[src/rtl/beam_steer_sequencer.sv]
// Beam-steering delay-and-sum sequencer.
// Each accepted frame reads one delayed sample per channel, sums the samples
// exactly, and then streams the sum out serially, MSB first. Per-channel delays
// are loaded serially into shadow registers and committed to the active set
// only between frames.
module beam_steer_sequencer #(
  parameter int unsigned NUM_CHANNELS = 4,
  parameter int unsigned SAMPLE_BITS  = 8,
  parameter int unsigned DELAY_BITS   = 4,
  localparam int unsigned CH_BITS     = $clog2(NUM_CHANNELS),
  localparam int unsigned ACC_BITS    = SAMPLE_BITS + CH_BITS
) (
  input  logic                   clk,
  input  logic                   reset,
  input  logic                   frame_valid,
  input  logic [CH_BITS-1:0]     cfg_sel,
  input  logic                   cfg_data,
  input  logic                   cfg_shift,
  input  logic                   cfg_commit,
  output logic [CH_BITS-1:0]     rd_chan,
  output logic [DELAY_BITS-1:0]  rd_index,
  input  logic [SAMPLE_BITS-1:0] rd_data,
  output logic                   out_serial,
  output logic                   out_valid,
  output logic                   out_first,
  output logic                   busy,
  output logic                   overrun
);

  // One counter serves as the channel index in ACCUM and as the bit index in SHIFT.
  localparam int unsigned CNT_BITS = $clog2(ACC_BITS);

  typedef enum logic [1:0] {
    IDLE  = 2'd0,
    ACCUM = 2'd1,
    SHIFT = 2'd2
  } state_t;

  state_t                state_q, state_d;
  logic [CNT_BITS-1:0]   cnt_q, cnt_d;
  logic [ACC_BITS-1:0]   acc_q, acc_d;
  logic [ACC_BITS-1:0]   sreg_q, sreg_d;
  logic                  pending_q, pending_d;
  logic                  overrun_q, overrun_d;
  logic [DELAY_BITS-1:0] shadow_q [NUM_CHANNELS];
  logic [DELAY_BITS-1:0] shadow_d [NUM_CHANNELS];
  logic [DELAY_BITS-1:0] active_q [NUM_CHANNELS];
  logic [DELAY_BITS-1:0] active_d [NUM_CHANNELS];

  logic [CH_BITS-1:0]    chan;
  logic [ACC_BITS-1:0]   sample_ext;
  logic                  last_chan;
  logic                  last_bit;
  logic                  leave_shift;
  logic                  commit_now;

  assign chan        = cnt_q[CH_BITS-1:0];
  assign sample_ext  = {{CH_BITS{rd_data[SAMPLE_BITS-1]}}, rd_data};
  assign last_chan   = (cnt_q == CNT_BITS'(NUM_CHANNELS - 1));
  assign last_bit    = (cnt_q == CNT_BITS'(ACC_BITS - 1));
  assign leave_shift = (state_q == SHIFT) && last_bit;
  // A deferred commit lands on the edge back into IDLE, so the frame in flight
  // keeps its old delays and the next frame (even back-to-back) sees the new ones.
  assign commit_now  = ((state_q == IDLE) && cfg_commit && !frame_valid) ||
                       (leave_shift && (pending_q || cfg_commit));

  // Sequencer next state: accept frame, accumulate channels, shift out the sum.
  always_comb begin
    state_d = state_q;
    cnt_d   = cnt_q;
    acc_d   = acc_q;
    sreg_d  = sreg_q;
    unique case (state_q)
      IDLE: begin
        if (frame_valid) begin
          state_d = ACCUM;
          cnt_d   = '0;
          acc_d   = '0;
        end
      end
      ACCUM: begin
        acc_d = acc_q + sample_ext;
        if (last_chan) begin
          state_d = SHIFT;
          cnt_d   = '0;
          sreg_d  = acc_q + sample_ext;
        end else begin
          cnt_d = cnt_q + 1'b1;
        end
      end
      SHIFT: begin
        sreg_d = {sreg_q[ACC_BITS-2:0], 1'b0};
        if (last_bit) begin
          state_d = IDLE;
          cnt_d   = '0;
        end else begin
          cnt_d = cnt_q + 1'b1;
        end
      end
      default: state_d = IDLE;
    endcase
  end

  // Delay configuration, commit bookkeeping and sticky overrun.
  always_comb begin
    shadow_d = shadow_q;
    if (cfg_shift) begin
      shadow_d[cfg_sel] = {shadow_q[cfg_sel][DELAY_BITS-2:0], cfg_data};
    end
    active_d = active_q;
    if (commit_now) begin
      active_d = shadow_d;
    end
    pending_d = pending_q;
    if (commit_now) begin
      pending_d = 1'b0;
    end else if (cfg_commit) begin
      pending_d = 1'b1;
    end
    overrun_d = overrun_q | (frame_valid && (state_q != IDLE));
  end

  // Output decode from registered state.
  always_comb begin
    rd_chan    = '0;
    rd_index   = '0;
    out_serial = 1'b0;
    out_valid  = 1'b0;
    out_first  = 1'b0;
    if (state_q == ACCUM) begin
      rd_chan  = chan;
      rd_index = active_q[chan];
    end
    if (state_q == SHIFT) begin
      out_serial = sreg_q[ACC_BITS-1];
      out_valid  = 1'b1;
      out_first  = (cnt_q == '0);
    end
    busy    = (state_q != IDLE);
    overrun = overrun_q;
  end

  // State registers with synchronous active-high reset.
  always_ff @(posedge clk) begin
    if (reset) begin
      state_q   <= IDLE;
      cnt_q     <= '0;
      acc_q     <= '0;
      sreg_q    <= '0;
      pending_q <= 1'b0;
      overrun_q <= 1'b0;
      for (int unsigned i = 0; i < NUM_CHANNELS; i++) begin
        shadow_q[i] <= '0;
        active_q[i] <= '0;
      end
    end else begin
      state_q   <= state_d;
      cnt_q     <= cnt_d;
      acc_q     <= acc_d;
      sreg_q    <= sreg_d;
      pending_q <= pending_d;
      overrun_q <= overrun_d;
      shadow_q  <= shadow_d;
      active_q  <= active_d;
    end
  end

endmodule

[config.mk]
export PLATFORM = sky130hd
export DESIGN_NAME = beam_steer_sequencer
export DESIGN_NICKNAME = d
export VERILOG_FILES = /design/src/rtl/beam_steer_sequencer.sv
export SDC_FILE = /design/constraint.sdc
export NUM_CORES = 1
export LEC_CHECK = 0
export ABC_AREA = 1
export ABC_CLOCK_PERIOD_IN_PS = 2000
export CORE_MARGIN = 2
export CORE_UTILIZATION = 46
export DETAILED_ROUTE_END_ITERATION = 12
export GPL_TIMING_DRIVEN = 0
export MAX_ROUTING_LAYER = met4
export PLACE_DENSITY = 0.66
export SLEW_MARGIN = 20
export SYNTH_ARGS = -nofsm -noshare
export SYNTH_HDL_FRONTEND = slang
export SYNTH_SLANG_ARGS = --single-unit
[constraint.sdc]
create_clock -name clk -period 2 [get_ports clk]
set_clock_uncertainty 0.2 [all_clocks]
set_input_delay 0.4 -clock clk [delete_from_list [all_inputs] [get_ports clk]]
set_output_delay 0.4 -clock clk [all_outputs]
set_load 0.03 [all_outputs]
### Word level (Yosys, flattened, before mapping)

Cells that the tools add are included.

| word-level totals | value |
|---|---|
| flip-flop bits (word level) | 60 |
| input port bits | 16 |
| output and inout bits | 11 |
| logic and storage cells | 76 |

| cells by class | value |
|---|---|
| $add $sub $neg | 2 |
| magnitude comparators | 3 |
| equal/unequal tests | 7 |
| mux-type cells | 27 |
| bitwise operators | 3 |
| reductions and logical operators | 20 |

Operators by type and width:

| cell | count |
|---|---|
| case mux 10 bit (2 select lines) | 2 |
| two-way mux 4 bit | 7 |
| two-way mux 10 bit | 2 |
| binary-select mux 4 bit (select 2 bit) | 2 |
| bitwise mux 16 bit | 1 |
| two-way mux 16 bit | 1 |
| case mux 4 bit (3 select lines) | 1 |
| adder 10 bit | 1 |
| demux 4 bit (select 2 bit) | 1 |
| two-way mux 2 bit | 4 |
| >= comparator 3 bit (second input constant) | 2 |
| logical AND 1 bit | 6 |
| two-way mux 3 bit | 2 |
| inequality test 2 bit (second input constant) | 3 |
| inverter 2 -> 3 bit | 2 |
| case mux 2 bit (3 select lines) | 1 |
| AND reduction 2 bit | 3 |
| nonzero test 2 bit | 3 |
| adder 4 x 1 -> 4 bit (second input constant) | 1 |
| equality test 4 x 2 -> 1 bit (second input constant) | 1 |
| equality test 4 bit (second input constant) | 1 |
| zero test 4 bit | 1 |
| < comparator 3 x 1 -> 1 bit (second input constant) | 1 |
| two-way mux 1 bit | 3 |
| other kinds (9) | 10 |

### Logic depth before layout (Yosys ltp)

| logic depth | value |
|---|---|
| depth after elaboration | 7 |
| gate-level depth with buffers | 10 |
| depth with buffers taken out | 10 |

### Least setup slack after synthesis

OpenSTA, ideal clock, no wires.

| timing | value |
|---|---|
| kind | flip-flop to output port |
| start | register state_q[0] |
| end | output port out_first |
| data arrival time | 1.661 ns |
| required time | 1.400 ns |
| path slack | -0.261 ns |
| stages on the path, launching flop included | 6 |
| path buffers | 1 |
| cells stage by stage | dfxtp_1 -> inv_1 -> ha_1 -> clkbuf_1 -> nand2_1 -> nor2_1 |

| between the ends | value |
|---|---|
| word-level cells in the longest chain between the ends | 2 |

RTL lines:

| item | line | text |
|---|---|---|
| from (decl) | 39 | `state_t state_q, state_d;` |
| from (signal assigned) | 157 | `state_q <= state_d;` |
| equality test 2 bit | 134 | `if (state_q == SHIFT) begin` |
| two-way mux 1 bit | 134 |  |
| to (decl) | 25 | `output logic out_first,` |

No other way between the ends.

### Worst setup path in the final report

| timing | value |
|---|---|
| start | register cnt_q[0] |
| end | output port rd_index[2] |

| between the ends | value |
|---|---|
| word-level cells in the longest chain between the ends | 5 |

RTL lines:

| item | line | text |
|---|---|---|
| from (decl) | 40 | `logic [CNT_BITS-1:0] cnt_q, cnt_d;` |
| from (signal assigned) | 158 | `cnt_q <= cnt_d;` |
| inverter 2 -> 3 bit (implied by the code) | 132 | `rd_index = active_q[chan];` |
| binary-select mux 4 bit (select 2 bit) | 132 |  |
| two-way mux 4 bit (implied by the code) (2 in series) | 132 |  |
| two-way mux 4 bit | 130 | `if (state_q == ACCUM) begin` |
| to (decl) | 21 | `output logic [DELAY_BITS-1:0] rd_index,` |

No other way between the ends. The select of a mux whose other input is x is not followed.

==> metrics.txt <==
Avg Inst Size Synth 7.529 µm²; Routed Antenna Nets 0; initial core utilization 0.4798; failing checks negative setup slack; min cycle time layout 2015 ps; crit path DAT 1420 ps; final period utilization 1.008; CTS tree yes; unrepaired setup endpoints after global routing yes; Die Span Y 85.62 µm; CTS clock-pin slew for the worst setup and hold paths 80 ps; number of flops mapped to enable cells by yosys 0; worst r2r src state_q[1]; Post-CTS Hold Buffers 0; Synth Flop Type dfxtp_1; largest net degree at the start of global routing 13; worst-path fanout max 6; final core occ 0.6176; grt ovf 0; HP Class reg -> reg; Synth async-reset ratio 0; hold path startpoint acc_q[6]; Clock Sinks 60; final net count 485; final setup fails 2; CTS H-Tree Depth 3; worst rel slew slack 0.6127; # DRC 0; Synth top area share 0.3920; share of layout cells above drive strength 1 0.1991; reg2reg path depth 9; Synth Area in Simple Gates 0.2299; CP Buf/Inv Count 2; Leakage 0.001743 µW; Clock Latency Late Sink 330 ps; count of final hold-check violations 0; Seq/Total Area, Yosys 0.3920; routed wire length 7.464 mm; die width 85.62 µm; kind of critical path reg -> out; via count 2797; root buffer cell clkbuf_8; Core Region 6386 µm²; top post-synthesis cells by count 80 x nand2_1, 60 x dfxtp_1, 54 x a21oi_1; CTS Buf Count 9; initial antenna violation count 0; GPL Wtd Cong 0.8772; Area Overhead vs Synth 28.71%; routed vias/inst 5.238; die footprint 7330 µm²; Ports 27; multiplexer share of the synthesized area 0.03593; Worst VDD drop 0.0009577 V; Hold Slack 272.1 ps; cell taking the most area after synthesis dfxtp_1; most instantiated library cell after synthesis nand2_1; Max Cap Violations 0; worst-margin pin slew 580.9 ps; Worst Slack Setup Final -15.29 ps; worst hold endpoint acc_q[6]; post-DP HPWL 5.175 mm; Placed Area 3431 µm²; compound-gate portion of the synthesized area 0.1886; CP Cell Sequence clkbuf_16 -> nor2_1 -> nor2_1 -> o21ai_0 -> a21oi_1 -> buf_4; final instance area 3944 µm²; Rows 29; clk buf depth 2; PD cells 1227 nW/µm²; crit end category output port; Starting DRT DRC Count 208; placed cell count 510; top cells by area, synth dfxtp_1 39%, nand2_1 9.8%, a21oi_1 8.8%, ha_1 6.5%, nor2_1 6.4%; Post-Synth XOR/XNOR Area 0.01715; Critical Path Source Type flop; Post-Synthesis Cells 407; # port buffers 26; status finished with violations; GRT Total Usage 0.2119; Adder-Cell Fraction of Synth Area 0.07187; first-pass GRT wire length 12.05 mm; Crit path required time 1400 ps; capture point of the worst reg-to-reg path sreg_q[7]; Slew Limit Fails 0; fill count 578; Worst path top cell family by delay flip-flops; Worst Hold Depth 2; Non-Filler Instances 534; Max stage delay on crit path 400 ps; synthesized area 3064 µm²; wire per inst 13.98 µm; most used cell, CP nor2_1; main combinational cell family by area after synthesis simple AND/OR/NAND/NOR gates; Distinct cells, synth 35; fmax 496.2 MHz; vias in the first global route 2557; Post-Syn Nets 440; R2R Setup Slk 130 ps; number of synthesis warnings 0; number of synthesized register bits 60; Antenna Cells 0; first drt pass iteration count 5; Critical Path Slowest Stage Cell dfxtp_4
==> cell families after synthesis <==
logic type               after synthesis
AO/OA/AOI/OAI                        103
XOR/XNOR                               6
adder cells (fa/ha/maj)               17
buffers and inverters                 45
flip-flops                            60
multiplexers                          11
AND/OR/NAND/NOR                      165
==> repair_timing <==
item	CTS	global route
resized for setup	90	24
gates cloned	0	1
endpoints found under the hold margin	0	0
pin swaps	3	7
setup endpoints to repair	36	17
buffers inserted	3	5
==> area by class of cell <==
cell class	count	area, µm²	share of cell area
clock inverters	6	95.09	0.02411
well taps	77	96.34	0.02443
inverters	31	128.9	0.03268
plain buffers	13	112.6	0.02855
repair buffers	35	334.1	0.08471
clock buffers	10	137.6	0.03490
multi-input cells	302	1826	0.4629
flip-flops and latches	60	1214	0.3077
==> cells in the final DEF (no fill, tap or decap), types with 4 or more instances in the layout <==
| master | Yosys | layout |
|---|---|---|
| o21ai_0 | 24 | 19 |
| nor2_1 | 52 | 47 |
| xor2_1 | 5 | 4 |
| a21oi_1 | 54 | 50 |
| nand3_1 | 19 | 18 |
| nand2_2 | 3 | 5 |
| inv_1 | 27 | 23 |
| ha_1 | 16 | 8 |
| clkbuf_1 | 7 | 5 |
| clkdlybuf4s50_1 | 0 | 14 |
| nand2_1 | 80 | 77 |
| buf_6 | 3 | 8 |
| inv_2 | 3 | 4 |
| clkbuf_8 | 0 | 10 |
| mux2i_1 | 11 | 11 |
| nor2_2 | 1 | 4 |
| buf_4 | 1 | 10 |
| a21oi_2 | 3 | 5 |
| buf_2 | 2 | 4 |
| ha_4 | 0 | 6 |
| dfxtp_1 | 60 | 56 |
| o21ai_1 | 12 | 17 |
==> worst max-delay path by stage <==
| stage | end | cells past startpoint | slack, ps | startpoint |
|---|---|---|---|---|
| after floorplan | out_first | 5 | 20 | state_q[0] |
| after CTS | rd_index[0] | 6 | -3 | cnt_q[0] |
| after detailed placement | out_first | 6 | -670 | state_q[0] |
| final | rd_index[2] | 6 | -20 | cnt_q[0] |
| after global placement | out_first | 6 | -640 | state_q[0] |
| after global routing | out_first | 5 | -70 | cnt_q[0] |
==> metal layers <==
metal	routed length, µm	global-route usage	vias to the layer above
li1	-	-	1441
met1	3847	0.2987	1296
met2	3271	0.3182	50
met3	247	0.02984	10
met4	98	0.06061	0
met5	0	-	-
==> state kept, by name (all words and copies together) (netlist names) <==
name       count
cnt_q          4
acc_q         10
pending_q      1
active_q      16
overrun        1
state_q        2
shadow_q      16
sreg_q        10
==> worst register-to-register path, cell delays in order (launching register included) <==
cell	delay, ps
dfxtp_4	390
inv_4	40
ha_2	160
buf_6	130
buf_4	150
o21ai_4	280
inv_2	80
buf_6	150
o21ai_1	140
a21oi_2	40
==> metrics by stage <==
step           power, µW  setup TNS [ps]  setup slack [ps]
3_5_place_dp        3254          -10470            -665.1
4_1_cts             4682          -6.963            -2.808
2_1_floorplan       2791               0             22.49
6_report            4840          -18.47            -15.29
5_1_grt             5134          -293.2            -65.87
3_3_place_gp        3233           -9538            -637.2
==> where the power goes <==
group	switching [µW]	total (µW)	internal (µW)	leakage (µW)
clock	528	1280	749	0.000117
combinational	1210	2010	803	0.00113
sequential	139	1550	1410	0.000492
(Power assumes the default switching activity.)
